**src/rtl/multimode_counter_game.sv**
```systemverilog
// ---------------------------------------------------------------------------
// multimode_counter_game
//   Up/down counter game. Each enabled step moves count by +1, +2, -1 or -2,
//   wrapping modulo 2^WIDTH. A step landing on all-ones pulses winner and
//   bumps the win tally. A step landing on all-zeros pulses loser and bumps
//   the lose tally. When either tally reaches LIMIT the game ends: gameover
//   rises, who names the side, and the counter halts.
//
// Optional feature macro: MMC_AUTORESTART_EN
//   When defined, gameover is held for one cycle. The next edge then starts a
//   fresh game from initial_val.
//
// Ports
//   clk          in   rising-edge clock
//   rst_n        in   asynchronous active-low reset
//   init         in   synchronous load of initial_val, starts a new game
//   initial_val  in   [WIDTH-1:0] value loaded on init (and on auto-restart)
//   control      in   [1:0] 0:+1  1:+2  2:-1  3:-2
//   en           in   count enable
//   count        out  [WIDTH-1:0] current counter value
//   winner       out  one-cycle pulse, last step produced all-ones
//   loser        out  one-cycle pulse, last step produced all-zeros
//   gameover     out  a tally reached LIMIT
//   who          out  [1:0] 2'b10 winner side, 2'b01 loser side, 2'b00 none
// ---------------------------------------------------------------------------
module multimode_counter_game #(
  parameter int unsigned WIDTH = 4,
  parameter int unsigned LIMIT = 15
) (
  input  logic             clk,
  input  logic             rst_n,
  input  logic             init,
  input  logic [WIDTH-1:0] initial_val,
  input  logic [1:0]       control,
  input  logic             en,
  output logic [WIDTH-1:0] count,
  output logic             winner,
  output logic             loser,
  output logic             gameover,
  output logic [1:0]       who
);

  localparam int unsigned TW = $clog2(LIMIT + 1);
  localparam logic [TW-1:0]    TALLY_MAX = TW'(LIMIT);
  localparam logic [WIDTH-1:0] ALL_ONES  = '1;
  localparam logic [WIDTH-1:0] ALL_ZEROS = '0;

  typedef enum logic {
    ST_RUN  = 1'b0,
    ST_HALT = 1'b1
  } state_e;

  state_e           state_q, state_d;
  logic [WIDTH-1:0] count_q, count_d;
  logic [TW-1:0]    win_q, win_d;
  logic [TW-1:0]    lose_q, lose_d;
  logic             winner_q, winner_d;
  logic             loser_q, loser_d;
  logic             gameover_q, gameover_d;
  logic [1:0]       who_q, who_d;
  logic [WIDTH-1:0] step_val;

  // Candidate next count for the current mode; wraps naturally at WIDTH bits
  always_comb begin
    step_val = count_q;
    case (control)
      2'd0:    step_val = count_q + WIDTH'(1);
      2'd1:    step_val = count_q + WIDTH'(2);
      2'd2:    step_val = count_q - WIDTH'(1);
      default: step_val = count_q - WIDTH'(2);
    endcase
  end

  // Next-state logic: init > halted > en > hold
  always_comb begin
    state_d    = state_q;
    count_d    = count_q;
    win_d      = win_q;
    lose_d     = lose_q;
    winner_d   = 1'b0;
    loser_d    = 1'b0;
    gameover_d = gameover_q;
    who_d      = who_q;

    if (init) begin
      state_d    = ST_RUN;
      count_d    = initial_val;
      win_d      = '0;
      lose_d     = '0;
      gameover_d = 1'b0;
      who_d      = 2'b00;
    end else if (state_q == ST_HALT) begin
`ifdef MMC_AUTORESTART_EN
      // gameover has been visible for one cycle; start a fresh game
      state_d    = ST_RUN;
      count_d    = initial_val;
      win_d      = '0;
      lose_d     = '0;
      gameover_d = 1'b0;
      who_d      = 2'b00;
`else
      // Frozen until init or reset
      state_d    = ST_HALT;
`endif
    end else if (en) begin
      count_d = step_val;
      // Only the landed value counts; by-2 modes may jump over either extreme
      if (step_val == ALL_ONES) begin
        winner_d = 1'b1;
        win_d    = win_q + TW'(1);
        if (win_q + TW'(1) == TALLY_MAX) begin
          gameover_d = 1'b1;
          who_d      = 2'b10;
          state_d    = ST_HALT;
        end
      end else if (step_val == ALL_ZEROS) begin
        loser_d = 1'b1;
        lose_d  = lose_q + TW'(1);
        if (lose_q + TW'(1) == TALLY_MAX) begin
          gameover_d = 1'b1;
          who_d      = 2'b01;
          state_d    = ST_HALT;
        end
      end
    end
  end

  // State and output registers
  always_ff @(posedge clk or negedge rst_n) begin
    if (!rst_n) begin
      state_q    <= ST_RUN;
      count_q    <= '0;
      win_q      <= '0;
      lose_q     <= '0;
      winner_q   <= 1'b0;
      loser_q    <= 1'b0;
      gameover_q <= 1'b0;
      who_q      <= 2'b00;
    end else begin
      state_q    <= state_d;
      count_q    <= count_d;
      win_q      <= win_d;
      lose_q     <= lose_d;
      winner_q   <= winner_d;
      loser_q    <= loser_d;
      gameover_q <= gameover_d;
      who_q      <= who_d;
    end
  end

  assign count    = count_q;
  assign winner   = winner_q;
  assign loser    = loser_q;
  assign gameover = gameover_q;
  assign who      = who_q;

endmodule
```
**config.mk**
```make
export PLATFORM = sky130hd
export DESIGN_NAME = multimode_counter_game
export DESIGN_NICKNAME = d
export VERILOG_FILES = /design/src/rtl/multimode_counter_game.sv
export SDC_FILE = /design/constraint.sdc
export NUM_CORES = 1
export LEC_CHECK = 0
export BUFFER_PORTS_ARGS = -buffer_cell sky130_fd_sc_hd__buf_2
export CAP_MARGIN = 25
export CORE_MARGIN = 4
export CORE_UTILIZATION = 45
export CTS_CLUSTER_DIAMETER = 120
export DETAILED_ROUTE_END_ITERATION = 7
export PLACE_DENSITY = 0.65
export SETUP_SLACK_MARGIN = 0.15
export SYNTH_ARGS = -nofsm -noshare
export SYNTH_HDL_FRONTEND = slang
export SYNTH_SLANG_ARGS = --single-unit
```
**constraint.sdc**
```tcl
create_clock -name clk -period 2.9 [get_ports clk]
set_input_delay 0.435 -clock clk [delete_from_list [all_inputs] [get_ports clk]]
set_output_delay 0.435 -clock clk [all_outputs]
set_load 0.005 [all_outputs]
```
==> metrics.yaml <==
status: "completed"
rsz0062_at_grt: "no"
synth-async-reset-ratio_pct: 100.0
area_delta_synth_final_pct: 16.32
layout_common_cells: "buf_2 (18), dfrtp_1 (17), nor2_1 (12), nor2b_1 (9)"
switchingPower_w: 0.0002079
vias: 1149
synthSimpleGateAreaFrac_pct: 27.24
io_pins: 19
post_cts_buffers: 0
post-dp-hpwl_mm: 2.187
period_share_pct: 89.50
synth_warnings: 0
worstSetupPathType: "flop to flop"
place_congestion: 0.7901
drtIter0Drc: 30
cts_tree: "built"
synth_top_family_by_area: "simple AND/OR/NAND/NOR gates"
grt_pass1_wl_mm: 5.043
critPathMaxFanout: 7
final_common_cell: "buf_2"
fin_skew_ns: 0.003687
pwr-share-clk_pct: 25.4
drtPass1Iterations: 4
synth_mux_area_share_pct: 6.623
dieWidth_microns: 62.60
design_area_sq_um: 1560
antenna_cells: 0
routed_via_density: 5.953
io_buffers: 18
syn_inst: 144
setup_viol: 0
synth_fa_ha_area_share_pct: 6.157
ys_seq_area_share_pct: 33.58
crit_path_end_kind: "flop"
syn_avg_cell_area_sq_um: 9.314
nets: 179
syn_nets: 160
internal_power_w: 0.0004196
grt_max_degree: 29
ys.flop_type: "dfrtp_1"
drive_gt1_share_pct: 29.63
leakage_nw: 0.6615
max_freq_mhz: 385.3
cts-root-buf: "clkbuf_4"
synth_compound_area_share_pct: 18.84
p_seq_share_pct: 44.6
vdd_drop_max_v: 0.0002393
slew_headroom_pct: 54.35
final_cells: 193
synthXorXnorAreaFrac_pct: 2.612
powerDensity_nw_per_um2: 402.2
switching_share_pct: 33.13
cts_made_buffers: 3
clock_path_buffers: 2
grt_pass1_vias: 1098
comb_power_share_pct: 30.0
clk_latency_ns: 0.29
start_kind: "flop"
dp_cells: 189
die_area_sq_um: 3918
grt_usage_pct: 15.42
numClockSinks: 18
drc: 0
p_total_w: 0.0006275
finalHoldViolCount: 0
maxCapViolCount: 0
synth_area_sq_um: 1341
initial_core_util_pct: 47.81
finalWirelength_mm: 2.876
detailed_place.area_sq_um: 1495
synth_cell_types: 50
htreeDepth: 1
synth_edf_count: 0
grt_overflow_total: 0
synth-seq-cells: 18
antenna_found_initial: 0
fillers: 270
cts_hold_buf: 0
cp_data_arrival_time_ns: 2.78
dp_slack_ns: -0.01985
routedWlPerCell_microns: 14.90
hold_path.class: "primary input to asynchronous set/reset pin"
coreArea_sq_um: 2805
drv_slew: 0
worstMarginPinSlew_ns: 0.6752
die_h_microns: 62.60
cp.required_ns: 3.09
fin_ws_ns: 0.3045
placement_rows: 19
clk_pin_slew_worst_paths_ns: 0.11
fin_crit_ns: 2.595
setup-tns-final_ns: 0
postRouteAntennaNets: 0
## path summary, 6_finish.rpt
path	startpoint	end	slack, ns	cells past startpoint
max	count[2]$_DFFE_PN0P_	lose_q[3]$_DFFE_PN0P_	0.30	6
min	rst_n	win_q[3]$_DFFE_PN0P_	0.05	1
max reg2reg	count[2]$_DFFE_PN0P_	lose_q[3]$_DFFE_PN0P_	0.30	6
min reg2reg	who[0]$_DFFE_PN0P_	who[0]$_DFFE_PN0P_	0.54	2
max in group asynchronous	rst_n	count[1]$_DFFE_PN0P_	2.53	1
min in group clk	initial_val[0]	count[0]$_DFFE_PN0P_	0.34	3
## synthesized netlist by cell type (all sizes together), types with 3 or more instances
cell type  instances  area, sq um
a21boi             4        30.03
o21ai              8        40.04
mux2               7        78.83
inv                5        18.77
ha                 5        62.56
a21oi              3        15.01
xnor2              4        35.03
o311ai             3        26.28
nor4               3        18.77
nand2              8        30.03
nor2b              9        56.30
a211oi             4        35.03
nand4              3        18.77
clkbuf             8        31.28
nor2              12        45.04
dfrtp             18        450.4
nand2b             4        25.02
## logic make-up after synthesis
logic type,after synthesis
simple gates,58
compound gates,35
flops,18
buf+inv,15
mux,8
fa+ha+maj,6
xor+xnor,4
## metrics by stage
stage / utilization (%) / hold slack [ns]
after global placement: 53.30 / 0.3934
final: 55.62 / 0.05370
after CTS: 54.59 / 0.06815
after detailed placement: 53.30 / 0.4022
after global routing: 55.62 / 0.07758
after floorplan: - / 0.1394
## repair_timing
item	4_1_cts	5_1_grt
gates resized for setup	0	5
hold endpoints to repair	0	0
setup endpoints to repair	0	4
## cell type report
| class | instances | area [sq um] | share of cell area (%) |
|---|---|---|---|
| inverter | 5 | 18.77 | 1.203 |
| timing repair buffer | 24 | 135.1 | 8.661 |
| sequential | 18 | 451.7 | 28.95 |
| multi-input combinational | 111 | 879.6 | 56.38 |
| tap | 31 | 38.79 | 2.486 |
| clock buffer | 4 | 36.28 | 2.326 |
## flip-flops by register name, summed over array words and instances (netlist names)
register and count:
count 4, gameover 1, lose_q 4, loser 1, state_q 1, who 2, win_q 4, winner 1
## per-layer routing
layer | vias up | share of wire [%] | global-route usage (%)
met5 | - | 0 | 0
met4 | 0 | 0.97 | 4.959
met3 | 2 | 3.6 | 1.978
met2 | 24 | 50 | 26.76
met1 | 552 | 46 | 19.73
li1 | 571 | - | -
## power by group through the flow
stage	Sequential, W	Combinational, W	Clock [W]
2_1_floorplan	0.000281	0.000134	0
3_3_place_gp	0.000284	0.000175	0
3_5_place_dp	0.000284	0.000178	0
4_1_cts	0.000279	0.000180	0.000167
5_1_grt	0.000282	0.000211	0.000175
6_report	0.000280	0.000188	0.000159
## critical path, stage by stage, from the launching register on
cell and delay, ns:
dfrtp_1 0.51, fa_1 0.47, xnor2_2 0.19, mux2i_1 0.16, or3_1 0.45, nor4_2 0.33, mux2_2 0.37
Note: power is estimated with default switching activity, not from simulation.
